--- src/rtl/stack_access_arbiter.sv ---
// -----------------------------------------------------------------------------
// stack_access_arbiter
//
// Shares a single LIFO stack core between two requesters. Requests are
// arbitrated round-robin. One operation is in flight at a time. The core is
// driven with single-cycle push/pop command pulses. The block keeps its own
// copy of the fill level, so a push when full or a pop when empty is rejected
// without touching the core. A WAIT-state watchdog converts a core that never
// answers into an error response and raises a sticky flag.
//
// Ports
//   clk, rst_n          clock (rising edge) and asynchronous active-low reset
//   req_valid[1:0]      per-requester pending operation, held until its ack
//   req_op[1:0]         per-requester operation: 0 = push, 1 = pop
//   req_wdata           push data, requester i in [i*DATA_W +: DATA_W]
//   req_ack[1:0]        one-cycle completion strobe to the granted requester
//   rsp_data            popped word while req_ack is high, 0 otherwise
//   rsp_err             high with req_ack for a rejected or timed-out operation
//   stk_push, stk_pop   one-cycle command pulses to the stack core
//   stk_wdata           push data towards the core
//   stk_rdata, stk_done core read data and completion pulse
//   level, full, empty  current fill level and its derived flags
//   timeout_seen        sticky, set on any core timeout
// -----------------------------------------------------------------------------
module stack_access_arbiter #(
  parameter int DATA_W  = 8,
  parameter int DEPTH   = 16,
  parameter int LVL_W   = 5,
  parameter int TIMEOUT = 15
) (
  input  logic                  clk,
  input  logic                  rst_n,
  input  logic [1:0]            req_valid,
  input  logic [1:0]            req_op,
  input  logic [2*DATA_W-1:0]   req_wdata,
  output logic [1:0]            req_ack,
  output logic [DATA_W-1:0]     rsp_data,
  output logic                  rsp_err,
  output logic                  stk_push,
  output logic                  stk_pop,
  output logic [DATA_W-1:0]     stk_wdata,
  input  logic [DATA_W-1:0]     stk_rdata,
  input  logic                  stk_done,
  output logic [LVL_W-1:0]      level,
  output logic                  full,
  output logic                  empty,
  output logic                  timeout_seen
);

  typedef enum logic [1:0] {
    IDLE  = 2'd0,
    ISSUE = 2'd1,
    WAIT  = 2'd2,
    RESP  = 2'd3
  } state_t;

  // The watchdog fires on the WAIT cycle whose count is TIMEOUT-1, giving
  // exactly TIMEOUT WAIT cycles before the error response.
  localparam logic [7:0]       WAIT_LAST = 8'(TIMEOUT - 1);
  localparam logic [LVL_W-1:0] LVL_FULL  = LVL_W'(DEPTH);
  localparam logic [LVL_W-1:0] LVL_ONE   = LVL_W'(1);

  state_t              state;
  state_t              state_nxt;
  logic                grant;      // requester owning the current operation
  logic                last;       // most recent grant, for round-robin
  logic                op_lat;     // latched operation: 1 = pop
  logic [7:0]          wait_cnt;

  logic                grant_sel;
  logic                op_sel;
  logic [DATA_W-1:0]   wdata_sel;
  logic                illegal;
  logic                wait_expired;

  function automatic logic [1:0] ack_vec(input logic g);
    return {g, ~g};
  endfunction

  // Arbitration and legality of the candidate request seen in IDLE.
  always_comb begin
    grant_sel = 1'b0;
    if (req_valid == 2'b11) begin
      grant_sel = ~last;
    end else begin
      grant_sel = req_valid[1];
    end
    op_sel       = req_op[grant_sel];
    wdata_sel    = grant_sel ? req_wdata[2*DATA_W-1:DATA_W] : req_wdata[DATA_W-1:0];
    illegal      = op_sel ? empty : full;
    wait_expired = (wait_cnt == WAIT_LAST);
  end

  always_ff @(posedge clk or negedge rst_n) begin
    if (!rst_n) begin
      state <= IDLE;
    end else begin
      state <= state_nxt;
    end
  end

  always_comb begin
    state_nxt = state;
    case (state)
      IDLE:    if (|req_valid) state_nxt = illegal ? RESP : ISSUE;
      ISSUE:   state_nxt = WAIT;
      WAIT:    if (stk_done || wait_expired) state_nxt = RESP;
      RESP:    state_nxt = IDLE;
      default: state_nxt = IDLE;
    endcase
  end

  // Operation context, level tracking and registered response.
  always_ff @(posedge clk or negedge rst_n) begin
    if (!rst_n) begin
      grant        <= 1'b0;
      last         <= 1'b1;
      op_lat       <= 1'b0;
      stk_wdata    <= '0;
      wait_cnt     <= '0;
      level        <= '0;
      timeout_seen <= 1'b0;
      req_ack      <= '0;
      rsp_err      <= 1'b0;
      rsp_data     <= '0;
    end else begin
      // Response outputs are single-cycle; they only carry values in RESP.
      req_ack  <= '0;
      rsp_err  <= 1'b0;
      rsp_data <= '0;
      case (state)
        IDLE: begin
          if (|req_valid) begin
            grant     <= grant_sel;
            last      <= grant_sel;
            op_lat    <= op_sel;
            stk_wdata <= wdata_sel;
            if (illegal) begin
              req_ack <= ack_vec(grant_sel);
              rsp_err <= 1'b1;
            end
          end
        end
        ISSUE: begin
          wait_cnt <= '0;
        end
        WAIT: begin
          if (stk_done) begin
            req_ack <= ack_vec(grant);
            if (op_lat) begin
              level    <= level - LVL_ONE;
              rsp_data <= stk_rdata;
            end else begin
              level    <= level + LVL_ONE;
            end
          end else if (wait_expired) begin
            req_ack      <= ack_vec(grant);
            rsp_err      <= 1'b1;
            timeout_seen <= 1'b1;
          end else begin
            wait_cnt <= wait_cnt + 8'd1;
          end
        end
        default: ;
      endcase
    end
  end

  // Command pulses are decoded from the state so they drop the moment
  // reset asserts.
  assign stk_push = (state == ISSUE) && !op_lat;
  assign stk_pop  = (state == ISSUE) &&  op_lat;
  assign full     = (level == LVL_FULL);
  assign empty    = (level == '0);

endmodule

--- config.mk ---
export PLATFORM = sky130hd
export DESIGN_NAME = stack_access_arbiter
export DESIGN_NICKNAME = d
export VERILOG_FILES = /design/src/rtl/stack_access_arbiter.sv
export SDC_FILE = /design/constraint.sdc
export NUM_CORES = 1
export LEC_CHECK = 0
export ABC_AREA = 1
export CORE_MARGIN = 2
export CORE_UTILIZATION = 30
export CTS_BUF_LIST = sky130_fd_sc_hd__clkbuf_8
export CTS_CLUSTER_SIZE = 14
export DETAILED_ROUTE_END_ITERATION = 6
export PLACE_DENSITY_LB_ADDON = 0.3
export SLEW_MARGIN = 20
export SYNTH_ARGS = -nofsm -noshare
export SYNTH_HDL_FRONTEND = slang
export SYNTH_SLANG_ARGS = --single-unit
--- constraint.sdc ---
create_clock -name clk -period 4.09 [get_ports clk]
set_input_delay 0.409 -clock clk [delete_from_list [all_inputs] [get_ports clk]]
set_output_delay 0.409 -clock clk [all_outputs]
set_load 0.05 [all_outputs]
# Word-level counts from Yosys, hierarchy flattened
# Index checks and enable logic that the tools add are counted.
[word_totals] ff_bits=38 latchBits=0 ramBits=0 romBits=0 inputBits=31 out_inout_bits=29 mem_count=0
[op_classes] add_sub_neg=3 n_mul=0 div_mod_pow=0 order_cmp=1 n_eq_ne=10 shifts=0 muxes=26 bitwise_logic=4 n_reduce_logical=13
[op_table] op="$mux 8" n=6
[op_table] op="$pmux 8 s2" n=1
[op_table] op="$mux 2" n=7
[op_table] op="$add 8x1->8 const B" n=1
[op_table] op="$eq 8x4->1 const B" n=1
[op_table] op="$mux 1" n=8
[op_table] op="$ne 2x2->1 const B" n=4
[op_table] op="$pmux 2 s4" n=1
[op_table] op="$eq 2x2->1 const B" n=3
[op_table] op="$reduce_and 2->1" n=3
[op_table] op="$reduce_and 3->1" n=2
[op_table] op="$add 5x1->5 const B" n=1
[op_table] op="$eq 5x5->1 const B" n=1
[op_table] op="$logic_not 5->1" n=1
[op_table] op="$mux 5" n=1
[op_table] op="$sub 5x1->5 const B" n=1
[op_table] op="$not 1->1" n=4
[op_table] op="$pmux 2 s2" n=1
[op_table] op="$eq 2x1->1 const B" n=1
[op_table] op="$logic_and 1x1->1" n=2
[op_table] op="$logic_not 2->1" n=1
[op_table] op="$lt 1x2->1 const B" n=1
[op_table] op="$pmux 1 s2" n=1
[op_table] op="$reduce_bool 2->1" n=1
[op_table] op="other kinds (3)" n=3

# Logic depth before layout (Yosys ltp)
[depth] ltp_word=8 mapped_depth=11 depth_no_buf=11

# Worst setup path before layout
# No wires, ideal clock.
[synth_path] path_type="reg-to-reg" from="register level[1]" to="register req_ack[1]" setup_ns=0.084 t_arrival_ns=1.923 setup_slack_ns=2.083 path_stages_with_launch=6 path_buffers=0 synth_period_minus_slack_ns=2.007 cell_sequence="dfrtp_1 nor2_1 nand2_1 nor2_1 o21ai_0 o21ai_0"
[synth_via] elab_chain_cells=5 word_cells_on_any_way=6 cone_classes="eq/ne (1); mux (4); reduce/logical (1)"
[synth_lines] item="start, declared" line_no="44" rtl="output logic [LVL_W-1:0] level,"
[synth_lines] item="start signal, assigned" line_no="151" rtl="level <= level - LVL_ONE;"
[synth_lines] item="start signal, assigned" line_no="154" rtl="level <= level + LVL_ONE;"
[synth_lines] item="$logic_not 5->1" line_no="174" rtl="assign empty = (level == '0);"
[synth_lines] item="net empty" line_no="46" rtl="output logic empty,"
[synth_lines] item="$mux 1" line_no="90" rtl="illegal = op_sel ? empty : full;"
[synth_lines] item="$mux 2" line_no="138" rtl="if (illegal) begin"
[synth_lines] item="$mux 2" line_no="133" rtl="if (|req_valid) begin"
[synth_lines] item="$pmux 2 s2" line_no="131" rtl="case (state)"
[synth_lines] item="end signal, assigned" line_no="139" rtl="req_ack <= ack_vec(grant_sel);"
[synth_lines] item="end signal, assigned" line_no="149" rtl="req_ack <= ack_vec(grant);"
[synth_lines] item="end signal, assigned" line_no="157" rtl="req_ack <= ack_vec(grant);"
[synth_lines] item="end, declared" line_no="36" rtl="output logic [1:0] req_ack,"
# The timed path passes the listed nets, and every way through them passes these cells.
# A chain may end at the register's enable or synchronous reset.

# Worst setup path in the final report
[layout_path] from="register level[1]" to="output port empty"
[layout_via] elab_chain_cells=1
[layout_lines] item="$logic_not 5->1" line_no="174"
[layout_lines] item="end, declared" line_no="46"
# Every way passes these cells.

==> PnR_summary.wiki <==
{| class="wikitable"
! Metric !! Value
|-
| Total of max-cap violations || 0
|-
| Synth area leaders || sky130_fd_sc_hd__dfrtp_1, sky130_fd_sc_hd__nand2_1, sky130_fd_sc_hd__o21ai_0
|-
| Worst Setup End Kind || primary output
|-
| RD Place Congestion || 0.7947
|-
| Max Transition Viols Final || 0
|-
| Slew at the pin with the worst max-slew slack || 0.8634 ns
|-
| Run status || complete, no violations
|-
| Required time worst endpoint || 3.68 ns
|-
| Synthesized area per cell || 7.782 sq um
|-
| Startpoint type of the worst setup path || register
|-
| Relative slew slack || 0.4244
|-
| Placeable Area || 0.006422 sq mm
|-
| Antenna violations before repair || 0
|-
| Starting Density || 0.3150
|-
| Post-synth cell types || 22
|-
| Routed length on met2 || 1.998 mm
|-
| Wire length of the first global-routing pass || 8.169 mm
|-
| TritonCTS clock tree || done
|-
| Area of the mapped netlist || 0.002023 sq mm
|-
| Post-detailed-route wirelength per cell || 11.32 um
|-
| Unrepaired setup endpoints after global routing || no
|-
| Clock buffer count from CTS || 5
|-
| Area share of the leading cell type in the synthesized netlist || 0.4576
|-
| Largest voltage drop on the vdd net || 0.0003322 V
|-
| Clk sinks || 38
|-
| Post_cts resized || 0
|-
| Overall routed net length || 4.528 mm
|-
| Seq/Total Area, Yosys || 0.4706
|-
| Largest area contributor in the synthesized netlist || sky130_fd_sc_hd__dfrtp_1
|-
| Area growth from synthesis to layout || 36.80%
|-
| Die height || 86.12 um
|-
| Number of diodes added for antenna fixing || 0
|-
| Total Die Area || 0.007417 sq mm
|-
| Kind of critical path || reg2out
|-
| Period minus WS final || 2.395 ns
|-
| Largest net degree at the start of global routing || 39
|-
| Synthesis Warnings || 0
|-
| Total Routing Usage GR || 0.1375
|-
| Number of fill cells in the layout || 662
|-
| Class of the worst hold path || in2async
|-
| Clock input transition at the sequential cells of the worst setup and hold paths || 0.08 ns
|-
| Least setup slack across all paths after layout || 1.695 ns
|-
| Post-CTS setup-driven buffer insertion count || 0
|-
| Post-detailed-route count of antenna-violating nets || 0
|-
| Power per cell area || 677.8 mW/mm^2
|-
| Remaining Overflow, GRT || 0
|-
| Count of unresolved DRC violations after routing || 0
|-
| Most frequent cells after synthesis || sky130_fd_sc_hd__nand2_1, sky130_fd_sc_hd__dfrtp_1, sky130_fd_sc_hd__inv_1, sky130_fd_sc_hd__nor2_1, sky130_fd_sc_hd__o21ai_0
|-
| Final-stage net count || 362
|-
| Top routing layer in use || met4
|-
| Maximum clock frequency || 0.4175 GHz
|-
| Maximum buffer depth of the clock tree || 2
|-
| Vias || 1785
|-
| Worst hold slack || 0.2281 ns
|-
| Register bit count reported by yosys || 38
|-
| Peak fanout along the critical path || 5
|-
| Fin. Hold Viols || 0
|-
| Post-route met1 wirelength || 2.173 mm
|-
| Die outline width || 86.12 um
|-
| Drt pass-1 iters || 4
|-
| Count of mapped cells out of synthesis || 260
|-
| Number of H-tree levels || 2
|-
| Detailed router's first-iteration violation count || 58
|-
| Number of hold-repair buffers added at the cts stage || 0
|-
| Count of buffers from port buffering || 59
|-
| Final total negative setup slack || 0 ns
|-
| Synth Net Count || 300
|-
| CTS Root Cell || sky130_fd_sc_hd__clkbuf_8
|-
| Share of the clock period used by the worst path || 0.5856
|-
| Most frequent cell after synthesis || sky130_fd_sc_hd__nand2_1
|-
| Post-synth EDFFs || 0
|-
| Fraction of layout instances using a drive strength above 1 || 0.05263
|-
| Worst slack at placement || 1.982 ns
|-
| FFs w/ async S/R, synth || 1.000
|-
| Num ports || 60
|-
| Most frequently used flop master after synthesis || sky130_fd_sc_hd__dfrtp_1
|-
| Worst-skew pair later-pin latency || 0.29 ns
|-
| Clock Skew || 0.01137 ns
|-
| PnR Total Power || 1.876 mW
|-
| Detailed-route vias per instance || 4.463
|-
| Count of endpoints failing setup in the final report || 0
|-
| Post-DP HPWL || 3.423 mm
|-
| Leak pwr || 1.374 nW
|-
| Sum of met3 wire segment lengths after detailed routing || 309 um
|-
| Arrival time at the worst endpoint || 1.99 ns
|-
| FP Rows || 29
|-
| Vias in the first global route || 1793
|}
-- worst paths after layout --
path | from | to | slack (ns) | cells after the start
min in group clk | timeout_seen | timeout_seen | 0.47 | 2
worst min register to register | timeout_seen | timeout_seen | 0.47 | 2
worst max-delay path | level[1] | empty | 1.69 | 4
worst min-delay path | rst_n | wait_cnt[6] | 0.23 | 1
worst max register to register | state[0] | wait_cnt[2] | 2.33 | 7
max in group asynchronous | rst_n | level[4] | 3.32 | 1
-- registers in the layout, summed over array words and instances (netlist names) --
register	cells
grant	1
level	5
state	2
rsp_data	8
stk_wdata	8
op_lat	1
req_ack	2
wait_cnt	8
timeout_seen	1
rsp_err	1
last	1
-- per-layer routing --
| layer | track usage | up-vias |
|---|---|---|
| li1 | - | 932 |
| met1 | 0.1791 | 800 |
| met2 | 0.2220 | 48 |
| met3 | 0.04331 | 5 |
| met4 | 0.03463 | 0 |
| met5 | 0 | - |
-- layout by cell type (no fill, tap or decap), types with 2 or more instances in the layout --
cell type and n:
sky130_fd_sc_hd__a21oi_1 2, sky130_fd_sc_hd__nand3_1 20, sky130_fd_sc_hd__o21ai_0 28, sky130_fd_sc_hd__nor2_2 2, sky130_fd_sc_hd__clkbuf_8 5, sky130_fd_sc_hd__ha_1 8, sky130_fd_sc_hd__clkdlybuf4s50_1 58, sky130_fd_sc_hd__nand3b_1 2
sky130_fd_sc_hd__xor2_1 3, sky130_fd_sc_hd__inv_1 36, sky130_fd_sc_hd__dfrtp_1 37, sky130_fd_sc_hd__nand2_2 2, sky130_fd_sc_hd__xnor2_1 2, sky130_fd_sc_hd__nand2_1 72, sky130_fd_sc_hd__nor2_1 35
-- power breakdown --
group | switching, mW | internal, mW | total, mW | leakage, nW
clock network | 0.134 | 0.118 | 0.251 | 0.0493
logic | 0.684 | 0.353 | 1.04 | 0.837
registers | 0.0941 | 0.493 | 0.587 | 0.488
-- through the flow --
step / utilization / instance area, sq um / instances
finish: 0.4309 / 2768 / 400
global route: 0.4309 / 2768 / 400
CTS: 0.4309 / 2768 / 400
detailed placement: 0.4175 / 2681 / 392
global placement: 0.4175 / 2681 / 392
floorplan: - / 2023 / 260
-- logic make-up after synthesis --
logic type / share of synthesized area
simple gates: 0.2814
flops: 0.4706
buf+inv: 0.08040
fa+ha+maj: 0.05937
compound gates: 0.08658
xor+xnor: 0.02165
-- layout make-up --
| type | count | area, sq um | area share |
|---|---|---|---|
| Inverter | 35 | 131.4 | 0.04747 |
| Tap cell | 77 | 96.34 | 0.03481 |
| Clock buffer | 5 | 68.82 | 0.02486 |
| Multi-Input combinational cell | 182 | 908.4 | 0.3282 |
| Clock inverter | 3 | 17.52 | 0.006329 |
| Timing Repair Buffer | 60 | 593.1 | 0.2143 |
| Sequential cell | 38 | 952.2 | 0.3440 |
-- worst max-delay path: stages (launching register included) --
cell and delay [ns]:
sky130_fd_sc_hd__dfrtp_1 0.42, sky130_fd_sc_hd__nor2_1 0.18, sky130_fd_sc_hd__nand2_1 0.08, sky130_fd_sc_hd__nor2_1 0.17
sky130_fd_sc_hd__clkdlybuf4s50_1 0.85
Power figures use the tool's default switching activity.
